[config.mk]
export PLATFORM = sky130hd
export DESIGN_NAME = alu_issue_ctrl_flat
export DESIGN_NICKNAME = d
export VERILOG_FILES = /design/src/rtl/alu_issue_ctrl_if.sv /design/src/rtl/alu_issue_ctrl.sv /design/src/flat_wrapper.sv
export SDC_FILE = /design/constraint.sdc
export NUM_CORES = 1
export LEC_CHECK = 0
export CELL_PAD_IN_SITES_DETAIL_PLACEMENT = 0
export CELL_PAD_IN_SITES_GLOBAL_PLACEMENT = 2
export CORE_AREA = 2 2 142 116
export CTS_CLUSTER_DIAMETER = 150
export CTS_CLUSTER_SIZE = 40
export DETAILED_ROUTE_END_ITERATION = 7
export DIE_AREA = 0 0 144 118
export GPL_TIMING_DRIVEN = 0
export PLACE_DENSITY_LB_ADDON = 0.3
export SETUP_SLACK_MARGIN = 0.15
export SLEW_MARGIN = 20
export SYNTH_ARGS = -nofsm -noshare
export SYNTH_HDL_FRONTEND = slang
export SYNTH_SLANG_ARGS = --single-unit
export TNS_END_PERCENT = 20
[constraint.sdc]
create_clock -name clk -period 3 [get_ports clk]
set_clock_uncertainty 0.1 [all_clocks]
set_input_delay 0.3 -clock clk [delete_from_list [all_inputs] [get_ports clk]]
set_output_delay 0.3 -clock clk [all_outputs]
set_load 0.02 [all_outputs]
[src/rtl/alu_issue_ctrl_if.sv]
// Issue-side bus of the ALU sequencer: instruction handshake, register-file
// read/write ports, ALU operand/control/result lines, PSR and branch outputs.
// The slave modport is the sequencer; the master modport is its environment
// (fetch/decode, register file and ALU).
interface alu_issue_ctrl_if #(
    parameter int RF_AW = 4
);
    logic             instr_valid;
    logic [15:0]      instr;
    logic [15:0]      pc;
    logic             instr_ready;

    logic [RF_AW-1:0] rf_raddr_a;
    logic [RF_AW-1:0] rf_raddr_b;
    logic [15:0]      rf_rdata_a;
    logic [15:0]      rf_rdata_b;

    logic [15:0]      alu_a;
    logic [15:0]      alu_b;
    logic [15:0]      alu_pc;
    logic [3:0]       alu_op_code;
    logic [3:0]       alu_ext_code;
    logic             alu_imm_mode;
    logic             alu_carry_in;
    logic             alu_is_branch;
    logic [15:0]      alu_result;
    logic             alu_c;
    logic             alu_l;
    logic             alu_f;
    logic             alu_z;
    logic             alu_n;

    logic             rf_we;
    logic [RF_AW-1:0] rf_waddr;
    logic [15:0]      rf_wdata;

    logic [4:0]       psr;
    logic             branch_taken;
    logic [15:0]      branch_target;
    logic             done;

    modport slave (
        input  instr_valid, instr, pc,
        input  rf_rdata_a, rf_rdata_b,
        input  alu_result, alu_c, alu_l, alu_f, alu_z, alu_n,
        output instr_ready,
        output rf_raddr_a, rf_raddr_b,
        output alu_a, alu_b, alu_pc, alu_op_code, alu_ext_code,
        output alu_imm_mode, alu_carry_in, alu_is_branch,
        output rf_we, rf_waddr, rf_wdata,
        output psr, branch_taken, branch_target, done
    );

    modport master (
        output instr_valid, instr, pc,
        output rf_rdata_a, rf_rdata_b,
        output alu_result, alu_c, alu_l, alu_f, alu_z, alu_n,
        input  instr_ready,
        input  rf_raddr_a, rf_raddr_b,
        input  alu_a, alu_b, alu_pc, alu_op_code, alu_ext_code,
        input  alu_imm_mode, alu_carry_in, alu_is_branch,
        input  rf_we, rf_waddr, rf_wdata,
        input  psr, branch_taken, branch_target, done
    );
endinterface

[src/rtl/alu_issue_ctrl.sv]
// alu_issue_ctrl: multi-cycle sequencer owning the ALU.
// Accepts one instruction per handshake (IDLE only), reads Rdest/Rsrc from the
// register file, drives the ALU, writes back the result, maintains the PSR
// {C,L,F,Z,N} and evaluates Bcond.
// Optional macro ALU_OUT_REG_EN: adds an EXEC2 state that registers the ALU
// outputs in EXEC and commits them in EXEC2 (accept->done latency 4 instead of 3).
module alu_issue_ctrl #(
    parameter int RF_AW = 4
) (
    input  logic            clk,
    input  logic            reset_n,
    alu_issue_ctrl_if.slave bus
);

    typedef enum logic [2:0] {
        S_IDLE,
        S_READ,
        S_EXEC,
        S_EXEC2,
        S_WB
    } state_t;

    state_t           r_state;
    logic [15:0]      r_instr;
    logic [15:0]      r_pc;
    logic             r_ready;
    logic [RF_AW-1:0] r_raddr_a;
    logic [RF_AW-1:0] r_raddr_b;
    logic [RF_AW-1:0] r_waddr;
    logic [4:0]       r_psr;
    logic             r_we;
    logic             r_done;
    logic             r_taken;
    logic [15:0]      r_wdata;
    logic [15:0]      r_target;

    logic [3:0]       w_op;
    logic [3:0]       w_ext;
    logic [3:0]       w_cond;
    logic             w_cfz;
    logic             w_lnz;
    logic             w_zonly;
    logic             w_nflag;
    logic             w_wb;
    logic             w_br;
    logic             w_cond_met;
    logic             w_commit;
    logic             w_take;
    logic [15:0]      w_res;
    logic [4:0]       w_flg;
    logic [4:0]       w_psr_nxt;
    logic             w_in_exec;

`ifdef ALU_OUT_REG_EN
    logic [15:0]      r_res;
    logic [4:0]       r_flg;
    logic             r_cond;
`endif

    assign w_op      = r_instr[15:12];
    assign w_cond    = r_instr[11:8];
    assign w_ext     = r_instr[7:4];
    assign w_in_exec = (r_state == S_EXEC);

    // Classify the latched instruction by which PSR bits it may update and whether it writes back
    always_comb begin
        w_cfz   = ((w_op == 4'h0) && (w_ext inside {4'h5, 4'h7, 4'h9, 4'hA}))
                || (w_op inside {4'h5, 4'h9});
        w_lnz   = ((w_op == 4'h0) && (w_ext == 4'hB)) || (w_op == 4'hB);
        w_zonly = ((w_op == 4'h0) && (w_ext inside {4'h1, 4'h2, 4'h3, 4'h4, 4'hD}))
                || (w_op inside {4'h1, 4'h2, 4'h3, 4'h8, 4'hF});
        w_nflag = ((w_op == 4'h0) && (w_ext == 4'h6)) || (w_op == 4'h6);
        w_wb    = w_cfz || w_zonly || w_nflag;
        w_br    = (w_op == 4'hC);
    end

    // Branch condition evaluated against the PSR as held during EXEC
    always_comb begin
        w_cond_met = 1'b0;
        case (w_cond)
            4'h0:    w_cond_met =  r_psr[1];
            4'h1:    w_cond_met = ~r_psr[1];
            4'h2:    w_cond_met =  r_psr[3];
            4'h3:    w_cond_met = ~r_psr[3];
            4'h4:    w_cond_met =  r_psr[0];
            4'h5:    w_cond_met = ~r_psr[0];
            4'h6:    w_cond_met =  r_psr[2];
            4'h7:    w_cond_met = ~r_psr[2];
            4'hE:    w_cond_met = 1'b1;
            default: w_cond_met = 1'b0;
        endcase
    end

    // Select the commit point and the result/flag source feeding it
    always_comb begin
`ifdef ALU_OUT_REG_EN
        w_commit = (r_state == S_EXEC2);
        w_res    = r_res;
        w_flg    = r_flg;
        w_take   = r_cond;
`else
        w_commit = w_in_exec;
        w_res    = bus.alu_result;
        w_flg    = {bus.alu_c, bus.alu_l, bus.alu_f, bus.alu_z, bus.alu_n};
        w_take   = w_cond_met;
`endif
    end

    // Merge ALU flags into the PSR under the per-instruction mask
    always_comb begin
        w_psr_nxt = r_psr;
        if (w_cfz) begin
            w_psr_nxt[4] = w_flg[4];
            w_psr_nxt[2] = w_flg[2];
            w_psr_nxt[1] = w_flg[1];
        end
        if (w_lnz) begin
            w_psr_nxt[3] = w_flg[3];
            w_psr_nxt[1] = w_flg[1];
            w_psr_nxt[0] = w_flg[0];
        end
        if (w_zonly) begin
            w_psr_nxt[1] = w_flg[1];
        end
    end

    // Sequencer FSM with registered handshake, writeback, PSR and branch outputs
    always_ff @(posedge clk or negedge reset_n) begin
        if (!reset_n) begin
            r_state   <= S_IDLE;
            r_instr   <= '0;
            r_pc      <= '0;
            r_ready   <= 1'b0;
            r_raddr_a <= '0;
            r_raddr_b <= '0;
            r_waddr   <= '0;
            r_psr     <= '0;
            r_we      <= 1'b0;
            r_done    <= 1'b0;
            r_taken   <= 1'b0;
            r_wdata   <= '0;
            r_target  <= '0;
`ifdef ALU_OUT_REG_EN
            r_res     <= '0;
            r_flg     <= '0;
            r_cond    <= 1'b0;
`endif
        end else begin
            r_we    <= 1'b0;
            r_done  <= 1'b0;
            r_taken <= 1'b0;
            case (r_state)
                S_IDLE: begin
                    if (r_ready && bus.instr_valid) begin
                        r_instr   <= bus.instr;
                        r_pc      <= bus.pc;
                        r_raddr_a <= RF_AW'(bus.instr[11:8]);
                        r_raddr_b <= RF_AW'(bus.instr[3:0]);
                        r_ready   <= 1'b0;
                        r_state   <= S_READ;
                    end else begin
                        r_ready   <= 1'b1;
                    end
                end
                S_READ: r_state <= S_EXEC;
                S_EXEC: begin
`ifdef ALU_OUT_REG_EN
                    r_res   <= bus.alu_result;
                    r_flg   <= {bus.alu_c, bus.alu_l, bus.alu_f, bus.alu_z, bus.alu_n};
                    r_cond  <= w_cond_met;
                    r_state <= S_EXEC2;
`else
                    r_state <= S_WB;
`endif
                end
                S_EXEC2: r_state <= S_WB;
                S_WB: begin
                    r_ready <= 1'b1;
                    r_state <= S_IDLE;
                end
                default: r_state <= S_IDLE;
            endcase

            if (w_commit) begin
                r_done  <= 1'b1;
                r_wdata <= w_res;
                r_waddr <= RF_AW'(w_cond);
                r_we    <= w_wb;
                r_psr   <= w_psr_nxt;
                r_taken <= w_br && w_take;
                if (w_br) begin
                    r_target <= w_res;
                end
            end
        end
    end

    assign bus.instr_ready   = r_ready;
    assign bus.rf_raddr_a    = r_raddr_a;
    assign bus.rf_raddr_b    = r_raddr_b;
    assign bus.alu_a         = w_in_exec ? bus.rf_rdata_a : '0;
    assign bus.alu_b         = !w_in_exec        ? '0 :
                               (w_op == 4'h0)    ? bus.rf_rdata_b :
                                                   {8'h00, r_instr[7:0]};
    assign bus.alu_pc        = r_pc;
    assign bus.alu_op_code   = w_op;
    assign bus.alu_ext_code  = w_ext;
    assign bus.alu_imm_mode  = (w_op != 4'h0);
    assign bus.alu_carry_in  = r_psr[4];
    assign bus.alu_is_branch = w_br;
    assign bus.rf_we         = r_we;
    assign bus.rf_waddr      = r_waddr;
    assign bus.rf_wdata      = r_wdata;
    assign bus.psr           = r_psr;
    assign bus.branch_taken  = r_taken;
    assign bus.branch_target = r_target;
    assign bus.done          = r_done;

endmodule

[src/flat_wrapper.sv]
// flat-port wrapper written by rule: the top's interface ports become plain ports
module alu_issue_ctrl_flat 
#(
    parameter int RF_AW = 4
)
  (clk, reset_n, bus_instr_valid, bus_instr, bus_pc, bus_rf_rdata_a, bus_rf_rdata_b, bus_alu_result, bus_alu_c, bus_alu_l, bus_alu_f, bus_alu_z, bus_alu_n, bus_instr_ready, bus_rf_raddr_a, bus_rf_raddr_b, bus_alu_a, bus_alu_b, bus_alu_pc, bus_alu_op_code, bus_alu_ext_code, bus_alu_imm_mode, bus_alu_carry_in, bus_alu_is_branch, bus_rf_we, bus_rf_waddr, bus_rf_wdata, bus_psr, bus_branch_taken, bus_branch_target, bus_done);
  alu_issue_ctrl_if #(.RF_AW(RF_AW)) bus_i ();
  input  logic clk;
  input  logic reset_n;
  input wire logic [$bits(bus_i.instr_valid)-1:0] bus_instr_valid;
  input wire logic [$bits(bus_i.instr)-1:0] bus_instr;
  input wire logic [$bits(bus_i.pc)-1:0] bus_pc;
  input wire logic [$bits(bus_i.rf_rdata_a)-1:0] bus_rf_rdata_a;
  input wire logic [$bits(bus_i.rf_rdata_b)-1:0] bus_rf_rdata_b;
  input wire logic [$bits(bus_i.alu_result)-1:0] bus_alu_result;
  input wire logic [$bits(bus_i.alu_c)-1:0] bus_alu_c;
  input wire logic [$bits(bus_i.alu_l)-1:0] bus_alu_l;
  input wire logic [$bits(bus_i.alu_f)-1:0] bus_alu_f;
  input wire logic [$bits(bus_i.alu_z)-1:0] bus_alu_z;
  input wire logic [$bits(bus_i.alu_n)-1:0] bus_alu_n;
  output wire logic [$bits(bus_i.instr_ready)-1:0] bus_instr_ready;
  output wire logic [$bits(bus_i.rf_raddr_a)-1:0] bus_rf_raddr_a;
  output wire logic [$bits(bus_i.rf_raddr_b)-1:0] bus_rf_raddr_b;
  output wire logic [$bits(bus_i.alu_a)-1:0] bus_alu_a;
  output wire logic [$bits(bus_i.alu_b)-1:0] bus_alu_b;
  output wire logic [$bits(bus_i.alu_pc)-1:0] bus_alu_pc;
  output wire logic [$bits(bus_i.alu_op_code)-1:0] bus_alu_op_code;
  output wire logic [$bits(bus_i.alu_ext_code)-1:0] bus_alu_ext_code;
  output wire logic [$bits(bus_i.alu_imm_mode)-1:0] bus_alu_imm_mode;
  output wire logic [$bits(bus_i.alu_carry_in)-1:0] bus_alu_carry_in;
  output wire logic [$bits(bus_i.alu_is_branch)-1:0] bus_alu_is_branch;
  output wire logic [$bits(bus_i.rf_we)-1:0] bus_rf_we;
  output wire logic [$bits(bus_i.rf_waddr)-1:0] bus_rf_waddr;
  output wire logic [$bits(bus_i.rf_wdata)-1:0] bus_rf_wdata;
  output wire logic [$bits(bus_i.psr)-1:0] bus_psr;
  output wire logic [$bits(bus_i.branch_taken)-1:0] bus_branch_taken;
  output wire logic [$bits(bus_i.branch_target)-1:0] bus_branch_target;
  output wire logic [$bits(bus_i.done)-1:0] bus_done;
  assign bus_i.instr_valid = bus_instr_valid;
  assign bus_i.instr = bus_instr;
  assign bus_i.pc = bus_pc;
  assign bus_i.rf_rdata_a = bus_rf_rdata_a;
  assign bus_i.rf_rdata_b = bus_rf_rdata_b;
  assign bus_i.alu_result = bus_alu_result;
  assign bus_i.alu_c = bus_alu_c;
  assign bus_i.alu_l = bus_alu_l;
  assign bus_i.alu_f = bus_alu_f;
  assign bus_i.alu_z = bus_alu_z;
  assign bus_i.alu_n = bus_alu_n;
  assign bus_instr_ready = bus_i.instr_ready;
  assign bus_rf_raddr_a = bus_i.rf_raddr_a;
  assign bus_rf_raddr_b = bus_i.rf_raddr_b;
  assign bus_alu_a = bus_i.alu_a;
  assign bus_alu_b = bus_i.alu_b;
  assign bus_alu_pc = bus_i.alu_pc;
  assign bus_alu_op_code = bus_i.alu_op_code;
  assign bus_alu_ext_code = bus_i.alu_ext_code;
  assign bus_alu_imm_mode = bus_i.alu_imm_mode;
  assign bus_alu_carry_in = bus_i.alu_carry_in;
  assign bus_alu_is_branch = bus_i.alu_is_branch;
  assign bus_rf_we = bus_i.rf_we;
  assign bus_rf_waddr = bus_i.rf_waddr;
  assign bus_rf_wdata = bus_i.rf_wdata;
  assign bus_psr = bus_i.psr;
  assign bus_branch_taken = bus_i.branch_taken;
  assign bus_branch_target = bus_i.branch_target;
  assign bus_done = bus_i.done;
  alu_issue_ctrl #(.RF_AW(RF_AW)) u_core (.clk(clk), .reset_n(reset_n), .bus(bus_i));
endmodule
Word level (Yosys, flattened, before mapping)
Index checks and enable logic that the tools add are counted.
Word-level totals
  register bits after elaboration: 88
  bits in latches: 0
  memory bits (writable): 0
  memory bits (read-only): 0
  bits of input ports: 88
  output and inout bits: 112
  word-level logic and storage cells: 95
  memories: 0
Operators by class
  add/sub/neg operators: 0
  $mul: 0
  divide/modulo/power cells: 0
  $lt $le $gt $ge: 0
  equal/unequal tests: 34
  shift-type cells: 0
  muxes and demuxes: 14
  bitwise logic cells: 4
  reductions and logical operators: 28
Operators with widths (count)
  $mux W16: 3
  $eq A4 B3 Y1 const B: 10
  $eq A4 B4 Y1 const B: 10
  $eq A4 B2 Y1 const B: 6
  $eq A4 B1 Y1 const B: 3
  $reduce_and A2 Y1: 5
  $reduce_bool A5 Y1: 2
  $pmux W1 S9: 1
  $pmux W3 S3: 1
  $logic_not A4 Y1: 2
  $reduce_bool A4 Y1: 2
  $eq A3 B2 Y1 const B: 2
  $logic_and A1 B1 Y1: 6
  $logic_or A1 B1 Y1: 6
  $mux W1: 6
  $not A1 Y1: 4
  $reduce_bool A2 Y1: 2
  $eq A3 B1 Y1 const B: 1
  $eq A3 B3 Y1 const B: 1
  $logic_not A3 Y1: 1
  $mux W3: 1
  $reduce_bool A3 Y1: 1
  $mux W2: 1
  $ne A2 B1 Y1 const B: 1
  2 further kinds: 2

Depth between registers and ports, before layout
Gate-level depths: netlist of run 1.
  depth after elaboration: 7
  depth in mapped cells: 7

Least setup slack after synthesis of run 1
OpenSTA, ideal clock, no wires.
  path kind: reg-to-output
  start: register u_core.r_instr[13]
  end: output port bus_alu_b[0]
  arrival: 1.708 ns
  required time: 2.600 ns
  setup slack: 0.892 ns
  cell stages (with the launch flop): 6
  buffers on the path: 1
  cell sequence: dfrtp_1 > buf_2 > nor4_4 > clkinv_1 > nand2_1 > a21oi_1
Between the ends
  longest elaborated chain between the ends: 3
RTL lines
  start: declaration: line alu_issue_ctrl.sv:24  | logic [15:0] r_instr;
  start signal: assignment: line alu_issue_ctrl.sv:155  | r_instr <= bus.instr;
  $logic_not A4 Y1: line alu_issue_ctrl.sv:203  | (w_op == 4'h0) ? bus.rf_rdata_b :
  $mux W16: line alu_issue_ctrl.sv:203
  $mux W16: line alu_issue_ctrl.sv:202  | assign bus.alu_b = !w_in_exec ? '0 :
  end: declaration: line flat_wrapper.sv:25  | output wire logic [$bits(bus_i.alu_b)-1:0] bus_alu_b;
No other way between the ends.

Final worst setup path of run 1
  start: register u_core.r_instr[13]
  end: output port bus_alu_b[12]
Same word-level chain as after synthesis.

==> run metrics, run 1 <==
Initial Util 0.237; final non-filler cell total 760; CP startpoint u_core.r_instr[13]; gr ovfl total 0; Sequential Area 2000 um^2; Avg Vias per Cell between 4 and 5; vias in the first global route approximately 3300; reg2reg start u_core.r_state[1]; remaining antenna violation count 0; Die Y-Extent 118 um; adder-cell share of the synthesized area 0; placed inst area ~6000 um^2; Warnings, synthesis 0; Slew @ Worst Pin about 0.8 ns; Avg Synthesized Cell Area 11.3 um^2; post-synthesis mux area share 0.174; relative slew slack 0.477; pin count of the biggest net entering global routing 51; Port-buffer cells approximately 200; total power approximately 7.4 mW; Tot GR Track Use 0.139; DRC Markers 0; Max Clk Rate 349 MHz; peak supply drop between 0.4 and 0.5 mV; design area 6380 um^2; Max-Cap Viols 0; footprint of the multi-input gates 1540 um^2; worst reg2reg path depth 3; Setup Viol. Count Final 0; Yosys cell types 44; gp weighted congestion around 0.73; Die X ~140 um; Die ar. 17000 um^2; share of post-route cells with drive strength above 1 0.182; Int Pwr approximately 4.5 mW; complex-gate fraction of the synthesized area 0.0537; unrepaired setup endpoints after global routing yes; CTS Buffer Depth 2; TritonCTS clock tree built; CP Data Arrival Time 2.47 ns; largest family of logic cells by synthesized area simple AND/OR/NAND/NOR gates; detailed-route via count 3199; DR iter-0 viols 117; Setup crit end bus_alu_b[12]; Worst Setup End Kind primary output; Simple-Gate Fraction of Synth Area 0.182; clk sink count 80; total core area 15500 um^2; post-DP HPWL roughly 8.5 mm; switching part of the total 0.383; min-delay worst type in -> async; Final Core Density 0.410; htree depth 3; antenna cells 0; setup TNS 0 ns; leakage between 2 and 3 nW; fin crit period 2.87 ns; Post-Synth XOR/XNOR Area 0.00952; Worst Path Required around 2.6 ns; ys async rst share 1.00; Mapped Area ~3700 um^2; crit path kind reg -> out; reg-to-reg endpoint u_core.bus.alu_pc[1]; num rows 41; initial antenna violation count 0; Nets 629; global-route wire length before repair 18.1 mm; register bit total from synthesis 80; Routed WL per cell about 15 um; Layout fillers between 1500 and 2000; Worst-Skew Late Latency around 0.33 ns; Startpoint Class register; Gate power share 0.540; status complete, no violations; Routed WL ~11 mm; Reg power frac 0.277; FF-to-FF setup slack 0.86 ns; most frequent cells in the layout clkdlybuf4s50_1, nand2_1, dfrtp_1, mux2_2, and2_1; Main synth FF type dfrtp_1; Placed Cells 742; Final Max Tran Viols 0; Pre-Repair DR Iteration Count 4; sequential-to-total area share from yosys stat 0.544; pwr dens 1150 nW/um^2; commonest non-fill, non-tap cell in the layout clkdlybuf4s50_1; IO Pins 200; period utilisation layout 0.955; clock power share 0.184; Clk pin slew, worst setup/hold paths 0.06 ns; Post-Syn Instances 327; Synth Net Count 415; final hold violation count 0; Num CTS Buffers 9; NetSw 2.82 mW; P&R area growth vs syn 73.2%; Clk Tree Root Cell clkbuf_16; worst-path maximum fanout 10; number of enable flip-flop cells after synthesis 0
==> layout make-up <==
class | instances | area share
flip-flops and latches | 80 | 0.314
clock buffers | 10 | 0.0375
plain buffers | 20 | 0.0196
inverters | 4 | 0.00255
repair buffers | 204 | 0.322
clock inverters | 5 | 0.0202
multi-input cells | 222 | 0.242
well taps | 215 | 0.0422
==> cells by family (layout without fill, tap and decap cells) <==
group | Yosys count | count (layout)
mux | 54 | 54
xor+xnor | 4 | 4
flops | 80 | 80
simple gates | 135 | 135
compound gates | 29 | 29
buf+inv | 25 | 243
==> stage by stage <==
step	hold WS, ns	worst slack, ns
4_1_cts	0.348	0.108
2_1_floorplan	-0.0956	0.892
5_1_grt	0.380	0.00742
3_5_place_dp	0.183	0.203
3_3_place_gp	0.360	-1.66
6_report	0.339	0.135
==> sequential cells by signal, summed over array words and instances (netlist names) <==
signal,flops
u_core.bus.alu_pc,16
u_core.bus.branch_taken,1
u_core.bus.branch_target,16
u_core.bus.done,1
u_core.bus.instr_ready,1
u_core.bus.psr,5
u_core.bus.rf_raddr_a,3
u_core.bus.rf_raddr_b,3
u_core.bus.rf_waddr,4
u_core.bus.rf_wdata,16
u_core.bus.rf_we,1
u_core.r_instr,10
u_core.r_state,3
==> power by group through the flow <==
stage	logic (mW)	clock network, mW	registers [mW]
floorplan	1.60	0	2.62
global placement	3.99	0	2.04
detailed placement	4.01	0	2.06
CTS	4.05	1.40	2.05
global route	4.29	1.44	2.13
finish	3.97	1.35	2.04
==> metal layers <==
layer	vias to the layer above	GRT usage	routed length (um)
li1	1524	-	-
met1	1526	0.176	4930
met2	140	0.215	5160
met3	9	0.0606	1170
met4	0	0.0368	122
met5	-	0	0
==> worst max-delay path, cell delays in order (launching register included) <==
cell and delay [ns]:
dfrtp_1 0.44, buf_2 0.23, nor4_4 0.39, buf_4 0.18
buf_4 0.10, and3_1 0.18, clkdlybuf4s50_1 0.61
==> worst min path at each step <==
stage,end,cells after the start,slack [ns],from
after floorplan,u_core.bus.alu_pc[0],0,-0.1,reset_n
after global placement,u_core.bus.rf_wdata[2],2,0.36,u_core.bus.rf_wdata[2]
after detailed placement,u_core.bus.alu_pc[6],1,0.18,reset_n
after CTS,u_core.bus.alu_pc[3],2,0.35,reset_n
after global routing,u_core.bus.alu_pc[3],2,0.38,reset_n
final,u_core.bus.alu_pc[3],2,0.34,reset_n
==> timing repair <==
action / in CTS / in global routing
pin swaps: 1 / 0
resized for setup: 9 / 5
hold buffers: 1 / 0
endpoints found under the hold margin: 30 / 0
endpoints found under the setup margin: 21 / 23
buffers inserted: 3 / 0
==> synth_stat cells, drive strengths merged (2+ instances only) <==
library cell	n	area share
nand2	84	0.086
dfrtp	80	0.54
mux2	52	0.17
and2	17	0.029
buf	16	0.028
a21oi	15	0.020
nor2	9	0.0099
and3	8	0.014
clkbuf	5	0.0054
o21ai	5	0.0068
xor2	4	0.0095
inv	3	0.0031
nand3	3	0.0041
a211o	2	0.0051
and2b	2	0.0041
mux2i	2	0.0054
nor2b	2	0.0054
nor3	2	0.0041
nor3b	2	0.0041
nor4	2	0.012
Power figures use the tool's default switching activity.
==> inputs of run 2 (changes only) <==
--- a/config.mk
+++ b/config.mk
@@ -13,7 +13,7 @@
 export DETAILED_ROUTE_END_ITERATION = 7
 export DIE_AREA = 0 0 144 118
 export GPL_TIMING_DRIVEN = 0
-export PLACE_DENSITY_LB_ADDON = 0.3
+export PLACE_DENSITY = 0.87
 export SETUP_SLACK_MARGIN = 0.15
 export SLEW_MARGIN = 20
 export SYNTH_ARGS = -nofsm -noshare
==> run metrics, run 2 (synthesis gave the netlist of run 1 again) <==
Final Max Tran Viols 0; Port-buffer cells 199; period utilisation layout 0.934; remaining antenna violation count 0; Max Clk Rate 357 MHz; worst-path maximum fanout 10; Worst-Skew Late Latency around 0.34 ns; num rows slightly above 40; CP Data Arrival Time between 2 and 2.5 ns; Reg power frac 0.291; final hold violation count 0; post-DP HPWL 9.16 mm; gp weighted congestion between 0.7 and 0.8; Nets about 630; min-delay worst type in -> async; pin count of the biggest net entering global routing 50; clk sink count 80; clock power share 0.144; TritonCTS clock tree built; commonest non-fill, non-tap cell in the layout clkdlybuf4s50_1; design area between 6000 and 7000 um^2; unrepaired setup endpoints after global routing yes; Pre-Repair DR Iteration Count 6; Int Pwr between 4 and 5 mW; Hold WS between 0.3 and 0.4 ns; global-route wire length before repair 18.4 mm; peak supply drop about 0.54 mV; slowest stage delay, CP approximately 0.56 ns; Die X around 140 um; Initial Util 0.237; status complete, no violations; Max-Cap Viols 0; CP cell instances buf_2 -> nor4_4 -> buf_4 -> clkinv_2 -> nand2_1 -> a21oi_1 -> clkdlybuf4s50_1; most frequent cells in the layout clkdlybuf4s50_1, nand2_1, dfrtp_1, mux2_2; switching part of the total 0.403; CP delay by family, top buffers and inverters; Avg Vias per Cell around 4.2; pre-CTS setup slack 0.231 ns; antenna cells 0; P&R area growth vs syn 71.1%; Gate power share 0.565; Worst Path Required around 2.6 ns; Num CTS Buffers 9; placed inst area 5970 um^2; Setup Viol. Count Final 0; IO Pins 200; DRC Markers 0; Slew @ Worst Pin approximately 0.77 ns; Worst Setup End Kind primary output; CTS Buffer Depth 2; Die Y-Extent 118 um; Sequential Area 2000 um^2; Clk Tree Root Cell clkbuf_16; Routed WL ~12 mm; Die ar. around 17000 um^2; Routed WL per cell roughly 16 um; Tot GR Track Use 0.144; Clk pin slew, worst setup/hold paths 0.06 ns; gr ovfl total 0; crit path kind reg -> out; Startpoint Class register; total core area ~16000 um^2; Setup WS post-layout approximately 0.2 ns; Final Core Density 0.405; NetSw between 2 and 3 mW; WP buf/inv 4; relative slew slack 0.482; initial antenna violation count 0; DR iter-0 viols 72; Slowest-stage cell, CP clkdlybuf4s50_1; fin crit period approximately 2.8 ns; footprint of the multi-input gates about 1500 um^2; pwr dens between 1000 and 1500 nW/um^2; detailed-route via count 3186; leakage ~3.0 nW; share of post-route cells with drive strength above 1 0.179; htree depth 3; Layout fillers about 1500; vias in the first global route about 3300
run 2: through the flow:
stage	instances	power [mW]	TNS, ns
after CTS	757	7.17	0
after floorplan	327	4.22	0
final	757	7.04	0
after global routing	757	7.53	0
after global placement	741	6.02	-112.27
after detailed placement	742	6.11	0
run 2: worst register-to-register path: cells and delay by family, from the launching register on:
kind | cells | cell delay [ns]
AND/OR/NAND/NOR | 1 | 0.73
buffers and inverters | 1 | 0.40
flip-flops | 1 | 0.42
multiplexers | 1 | 0.38
run 2: routing by layer:
layer,up-vias,track usage,routed length (um)
met3,13,0.0566,1150
li1,1517,-,-
met2,142,0.230,5720
met1,1514,0.181,5030
met4,0,0.0368,131
met5,-,0,0
run 2: area by class of cell:
cell class / count / share of cell area
tap: 215 / 0.0427
clock inverter: 3 / 0.00298
multi-input combinational: 222 / 0.245
sequential: 80 / 0.318
inverter: 4 / 0.00258
buffer: 20 / 0.0201
clock buffer: 11 / 0.0401
timing repair buffer: 202 / 0.329
run 2: final timing paths:
kind	from	endpoint	slack (ns)	cells past startpoint
worst min-delay path	reset_n	u_core.bus.psr[4]	0.35	2
worst max register to register	u_core.r_state[1]	u_core.bus.alu_pc[2]	0.86	3
worst max-delay path	u_core.r_instr[13]	bus_alu_b[1]	0.20	7
max in group asynchronous	reset_n	u_core.bus.branch_target[0]	1.85	3
min in group clk	u_core.bus.rf_wdata[4]	u_core.bus.rf_wdata[4]	0.37	2
worst min register to register	u_core.bus.rf_wdata[4]	u_core.bus.rf_wdata[4]	0.37	2
run 2: timing repair:
item / CTS / global route
hold buffers: 1 / 0
cloned: 0 / 0
setup buffers: 1 / 0
endpoints found under the hold margin: 31 / 0
pin swaps: 1 / 1
gates resized for setup: 9 / 21
endpoints found under the setup margin: 27 / 27
run 2: power by group through the flow:
| stage | combinational, mW | clock, mW | sequential, mW |
|---|---|---|---|
| 6_report | 3.98 | 1.01 | 2.05 |
| 5_1_grt | 4.30 | 1.10 | 2.13 |
| 4_1_cts | 4.06 | 1.06 | 2.06 |
| 3_5_place_dp | 4.04 | 0 | 2.07 |
| 3_3_place_gp | 3.98 | 0 | 2.04 |
| 2_1_floorplan | 1.60 | 0 | 2.62 |
==> patch 1: new RTL, flow settings as in run 2 <==
Build with the macro `ALU_OUT_REG_EN` defined.
--- a/src/rtl/alu_issue_ctrl.sv
+++ b/src/rtl/alu_issue_ctrl.sv
@@ -4,6 +4,8 @@
 // {C,L,F,Z,N} and evaluates Bcond.
 // Optional macro ALU_OUT_REG_EN: adds an EXEC2 state that registers the ALU
 // outputs in EXEC and commits them in EXEC2 (accept->done latency 4 instead of 3).
+`define ALU_OUT_REG_EN
+
 module alu_issue_ctrl #(
     parameter int RF_AW = 4
 ) (
Check against the original RTL: not equivalent (a bounded check fails within 10 cycles, from zero or initial values and one cycle with reset_n low).
==> patch 1 against run 2 <==
Synthesized area is 20% higher; largest cell class is now sequential cells; power is 8.1% higher; global-route usage is 1.6 points higher; wire length is 8.9% higher; sequential cell count is 22 higher; cell area is 12% higher; largest power group unchanged; synthesized cell count is 29% higher; setup slack better by 76 ps.
==> patch 1: results (changes against run 2) <==
ys_seq_area_share_pct: 57.6  # +3.2 points
drtIter0Drc: 164  # +130%
r2r-start: "u_core.r_state[0]$_DFFE_PN0P_"
crit_family: "buffers and inverters"
grt_max_degree: 59  # +18%
drive_gt1_share_pct: 9.35  # -8.6 points
first_global_vias: 3934  # +19%
p_switching_mw: 3.12  # +10%
slew_headroom_pct: 60.4  # +12 points
synth.net_count: 511  # +23%
worst_slack_ps: 275  # +76.0 ps
synth_common_cells: "nand2_1 (148), dfrtp_1 (102), mux2_1 (37), and3_1 (25), a21oi_1 (16)"
placed_cell_area_sq_mm: 0.00672  # +13%
leakage_nw: 3.22  # +6.7%
synth_cell_types: 38  # -14%
clk_latency_ps: 350
cp_data_arrival_time_ps: 2320  # -80 ps
place.gp.congestion: 0.737  # -5.0%
post_drt_wl_per_cell_um: 15.3  # -3.8%
cpPeakStageDelay_ps: 630  # +70 ps
clock_tree.root_cell: "clkbuf_16"
hold_path_class: "in -> async"
synthCells: 423  # +29%
fin_nets: 725  # +16%
yosys-top-cells-area: "dfrtp_1 (58%), nand2_1 (13%), mux2_1 (9.4%)"
dp_hpwl_um: 9900  # +8.0%
htreeDepth: 3  # unchanged
pre_cts_ws_ps: 245  # +13.2 ps
outcome: "finished, final reports clean"
routed_wl_um: 13100  # +8.9%
multi_input_area_sq_mm: 0.00172  # +12%
num_vias: 3748  # +18%
drtPass1Iterations: 4  # -2
combinationalPowerShare_pct: 52.7  # -3.8 points
grt_util_all_layers_pct: 16.0  # +1.6 points
grt_pass1_wl_um: 21200  # +15%
crit_start: "u_core.r_instr[14]$_DFFE_PN0P_"
p_seq_share_pct: 32.7  # +3.6 points
clk_path_buf_depth: 2  # unchanged
dp_cells: 838  # +13%
peakVddDrop_uv: 555  # +2.5%
num-fill-cells: 1490  # -2.0%
==> patch 1: what timing repair did <==
item / 4_1_cts / 5_1_grt
setup buffers: 1 / 1
hold buffers: 1 / 0
pin swaps: 1 / 1
gates resized for setup: 4 / 3
endpoints found under the hold margin: 44 / 0
gates cloned: 0 / 0
endpoints found under the setup margin: 15 / 15
==> patch 1: layer usage <==
layer	share of wire, %	track usage [%]	vias up
met1	45	21.1	1791
met3	6.4	4.39	10
met5	0	0	-
met4	1.2	4.23	0
met2	47	25.8	124
li1	-	-	1823
==> patch 1: area by class of cell <==
type	count	share of cell area (%)
sequential	102	36.3
timing repair buffer	203	29.1
multi-input combinational	288	24.5
tap	215	3.82
clock buffer	11	3.31
buffer	28	2.15
clock inverter	5	0.622
inverter	5	0.267
==> patch 1: final timing paths <==
path,endpoint,depth (start not counted),slack [ps]
worst min register to register,u_core.r_flg[1]$_DFFE_PN0P_,2,370
min in group clk,u_core.r_flg[0]$_DFFE_PN0P_,3,370
max in group asynchronous,u_core.r_state[1]$_DFFE_PN0P_,3,1810
worst max-delay path,bus_alu_b[7],6,280
worst min-delay path,u_core.bus.alu_pc[9]$_DFFE_PN0P_,2,340
worst max register to register,u_core.r_instr[4]$_DFFE_PN0P_,5,970
==> patch 1: worst reg2reg max path: stages (launching register included) <==
cell     delay, ps
dfrtp_1        460
nor2_4         150
nand3_1        110
nor2_2         420
buf_2          330
mux2_1         350
==> patch 1: cell families (layout without fill, tap and decap cells) <==
logic type      count (synthesis)  count (layout)  share of synthesized area, %
compound gates                 31              31                          3.89
buf+inv                        33             252                          3.72
xor+xnor                        6               6                          1.19
simple gates                  197             197                          19.8
flops                         102             102                          57.6
mux                            54              54                          13.8
==> patch 2: new RTL, flow settings as in run 2 <==
Made on the original files. Make the reset (`reset_n`) synchronous in one clocked block.
--- a/src/rtl/alu_issue_ctrl.sv
+++ b/src/rtl/alu_issue_ctrl.sv
@@ -125,7 +125,7 @@
     end
 
     // Sequencer FSM with registered handshake, writeback, PSR and branch outputs
-    always_ff @(posedge clk or negedge reset_n) begin
+    always_ff @(posedge clk) begin
         if (!reset_n) begin
             r_state   <= S_IDLE;
             r_instr   <= '0;
Behaviour: differs if reset_n is asserted again (counterexample within 4 cycles, from zero or initial values and one cycle with reset_n low); with reset_n held inactive, the same outputs for 10 cycles.
==> patch 2 against run 2 <==
Synthesized area shrank 5.1%; wire length grew 7.0%; sequential cell count is the same; cell area shrank 3.5%; setup slack lost 23 ps; via count grew 18%; global-route usage grew 0.37 points; highest routed layer unchanged.
Power is not compared: it rests on default switching activity, and its combinational part moved more than twofold at a synthesized area within 25%.
==> patch 2: results (changes against run 2) <==
synthArstFlopShare_pct: 0  # -100 points
leakage_nw: 2.26
dp_hpwl_um: 9980  # +8.9%
cts_made_buffers: 9  # unchanged
clk_pin_slew_ps: 60  # about the same
num_vias: 3746  # +18%
drtPass1Iterations: 4  # -2
synth.net_count: 530  # +28%
tightest_slew_ps: 581  # -190 ps
yosys-top-cells-area: "dfxtp_1 (46%), nand2_1 (14%), a21boi_0 (9.2%)"
port_buffers: 198  # -0.50%
intPower_mw: 1.99
ys_seq_area_share_pct: 45.9  # -8.5 points
cp_data_arrival_time_ps: 2420  # +20 ps
dp_cells: 855  # +15%
grt_pass1_wl_um: 19200  # +4.3%
peakVddDrop_uv: 251
pre_cts_ws_ps: 405  # +173 ps
outcome: "finished, final reports clean"
grt_util_all_layers_pct: 14.8  # +0.37 points
crit_fanout: 10  # unchanged
synth_common_cells: "nand2_1 (134), dfxtp_1 (80), a21boi_0 (43), a21oi_1 (37), nor2_1 (32)"
place.gp.congestion: 0.731  # -5.8%
antenna_found_initial: 0  # unchanged
fin_nets: 744  # +19%
num-fill-cells: 1608  # +5.8%
clock_tree.root_cell: "clkbuf_16"
post_drt_wl_per_cell_um: 14.7  # -7.5%
synth_cell_types: 42  # -4.5%
hold_viol_final: 0  # unchanged
viasPerCell: 4.28  # +1.6%
htreeDepth: 3  # unchanged
placed_cell_area_sq_mm: 0.00574  # -3.8%
first_global_vias: 3515  # +5.9%
hold_path_class: "reg -> reg"
diodes: 0  # unchanged
drive_gt1_share_pct: 6.96  # -11 points
clk_latency_ps: 340  # about the same
drtIter0Drc: 137  # +90%
grt_max_degree: 14  # -72%
clk_path_buf_depth: 2  # unchanged
syn_avg_cell_area_sq_um: 7.90  # -30%
ys_warn_count: 0  # unchanged
patch 2: changes by cell type in the layout (fill, tap and decap cells not counted), moves of 7 or more:
cell | before | now
a21oi_1 | 15 | 37
nor2_1 | 8 | 32
mux2_4 | 9 | 0
clkbuf_1 | 2 | 16
buf_2 | 9 | 16
clkdlybuf4s50_1 | 176 | 196
dlymetal6s2s_1 | 17 | 0
a21boi_0 | 0 | 43
dfrtp_1 | 80 | 0
nand2_1 | 83 | 134
dfxtp_1 | 0 | 80
mux2_2 | 42 | 1
patch 2: routing by layer:
layer / global-route usage (%) / vias to the layer above / part of all wire (%) / wire length, um
li1: - / 1888 / - / -
met1: 19.0 / 1715 / 45 / 5750
met2: 23.8 / 133 / 46 / 5960
met3: 4.27 / 10 / 7.7 / 998
met4: 4.53 / 0 / 1.4 / 174
met5: 0 / - / 0 / 0
patch 2: worst paths after layout:
kind	slack, ps	cells past startpoint	startpoint	to
setup / recovery	180	5	u_core.r_state[1]$_SDFFE_PN0P_	bus_alu_b[0]
hold / removal	350	2	u_core.bus.branch_target[9]$_SDFFE_PN0P_	u_core.bus.branch_target[9]$_SDFFE_PN0P_
setup reg to reg	1220	4	u_core.r_state[2]$_SDFFE_PN0P_	u_core.bus.rf_wdata[7]$_SDFFE_PN0P_
hold reg to reg	350	2	u_core.bus.branch_target[9]$_SDFFE_PN0P_	u_core.bus.branch_target[9]$_SDFFE_PN0P_
patch 2: area by class of cell:
cell class	count	area, sq um	area share [%]
repair buffers	203	2020	33.2
inverters	3	11.3	0.185
clock inverters	5	56.3	0.926
plain buffers	34	159	2.61
well taps	215	269	4.43
multi-input cells	325	1720	28.3
clock buffers	11	243	3.99
flip-flops and latches	80	1600	26.4
patch 2: cells by family (layout without fill, tap and decap cells):
logic type      count (synthesis)  in the layout  share of synthesized area, %
simple gates                  221            221                          29.2
compound gates                 98             98                          18.4
flops                          80             80                          45.9
buf+inv                        37            256                          4.87
mux                             5              5                          1.47
xor+xnor                        1              1                         0.251
patch 2: power groups by stage:
| stage | clock network (mW) | registers [mW] | logic, mW |
|---|---|---|---|
| floorplan | 0 | 1.18 | 0.143 |
| global placement | 0 | 1.15 | 0.428 |
| detailed placement | 0 | 1.15 | 0.431 |
| CTS | 1.15 | 1.13 | 0.439 |
| global route | 1.19 | 1.13 | 0.469 |
| finish | 1.10 | 1.12 | 0.434 |
patch 2: what timing repair did:
action                                  in CTS  in global routing
resized for setup                            2                  0
endpoints found under the setup margin      10                 26
hold buffers                                 0                  0
pin swaps                                    1                  0
buffers inserted                             2                  3
patch 2: critical path, stage by stage (launching register included):
cell and delay (ps):
dfxtp_1 410, or3b_4 440, buf_2 220, buf_2 240, a21oi_1 150, clkdlybuf4s50_1 620
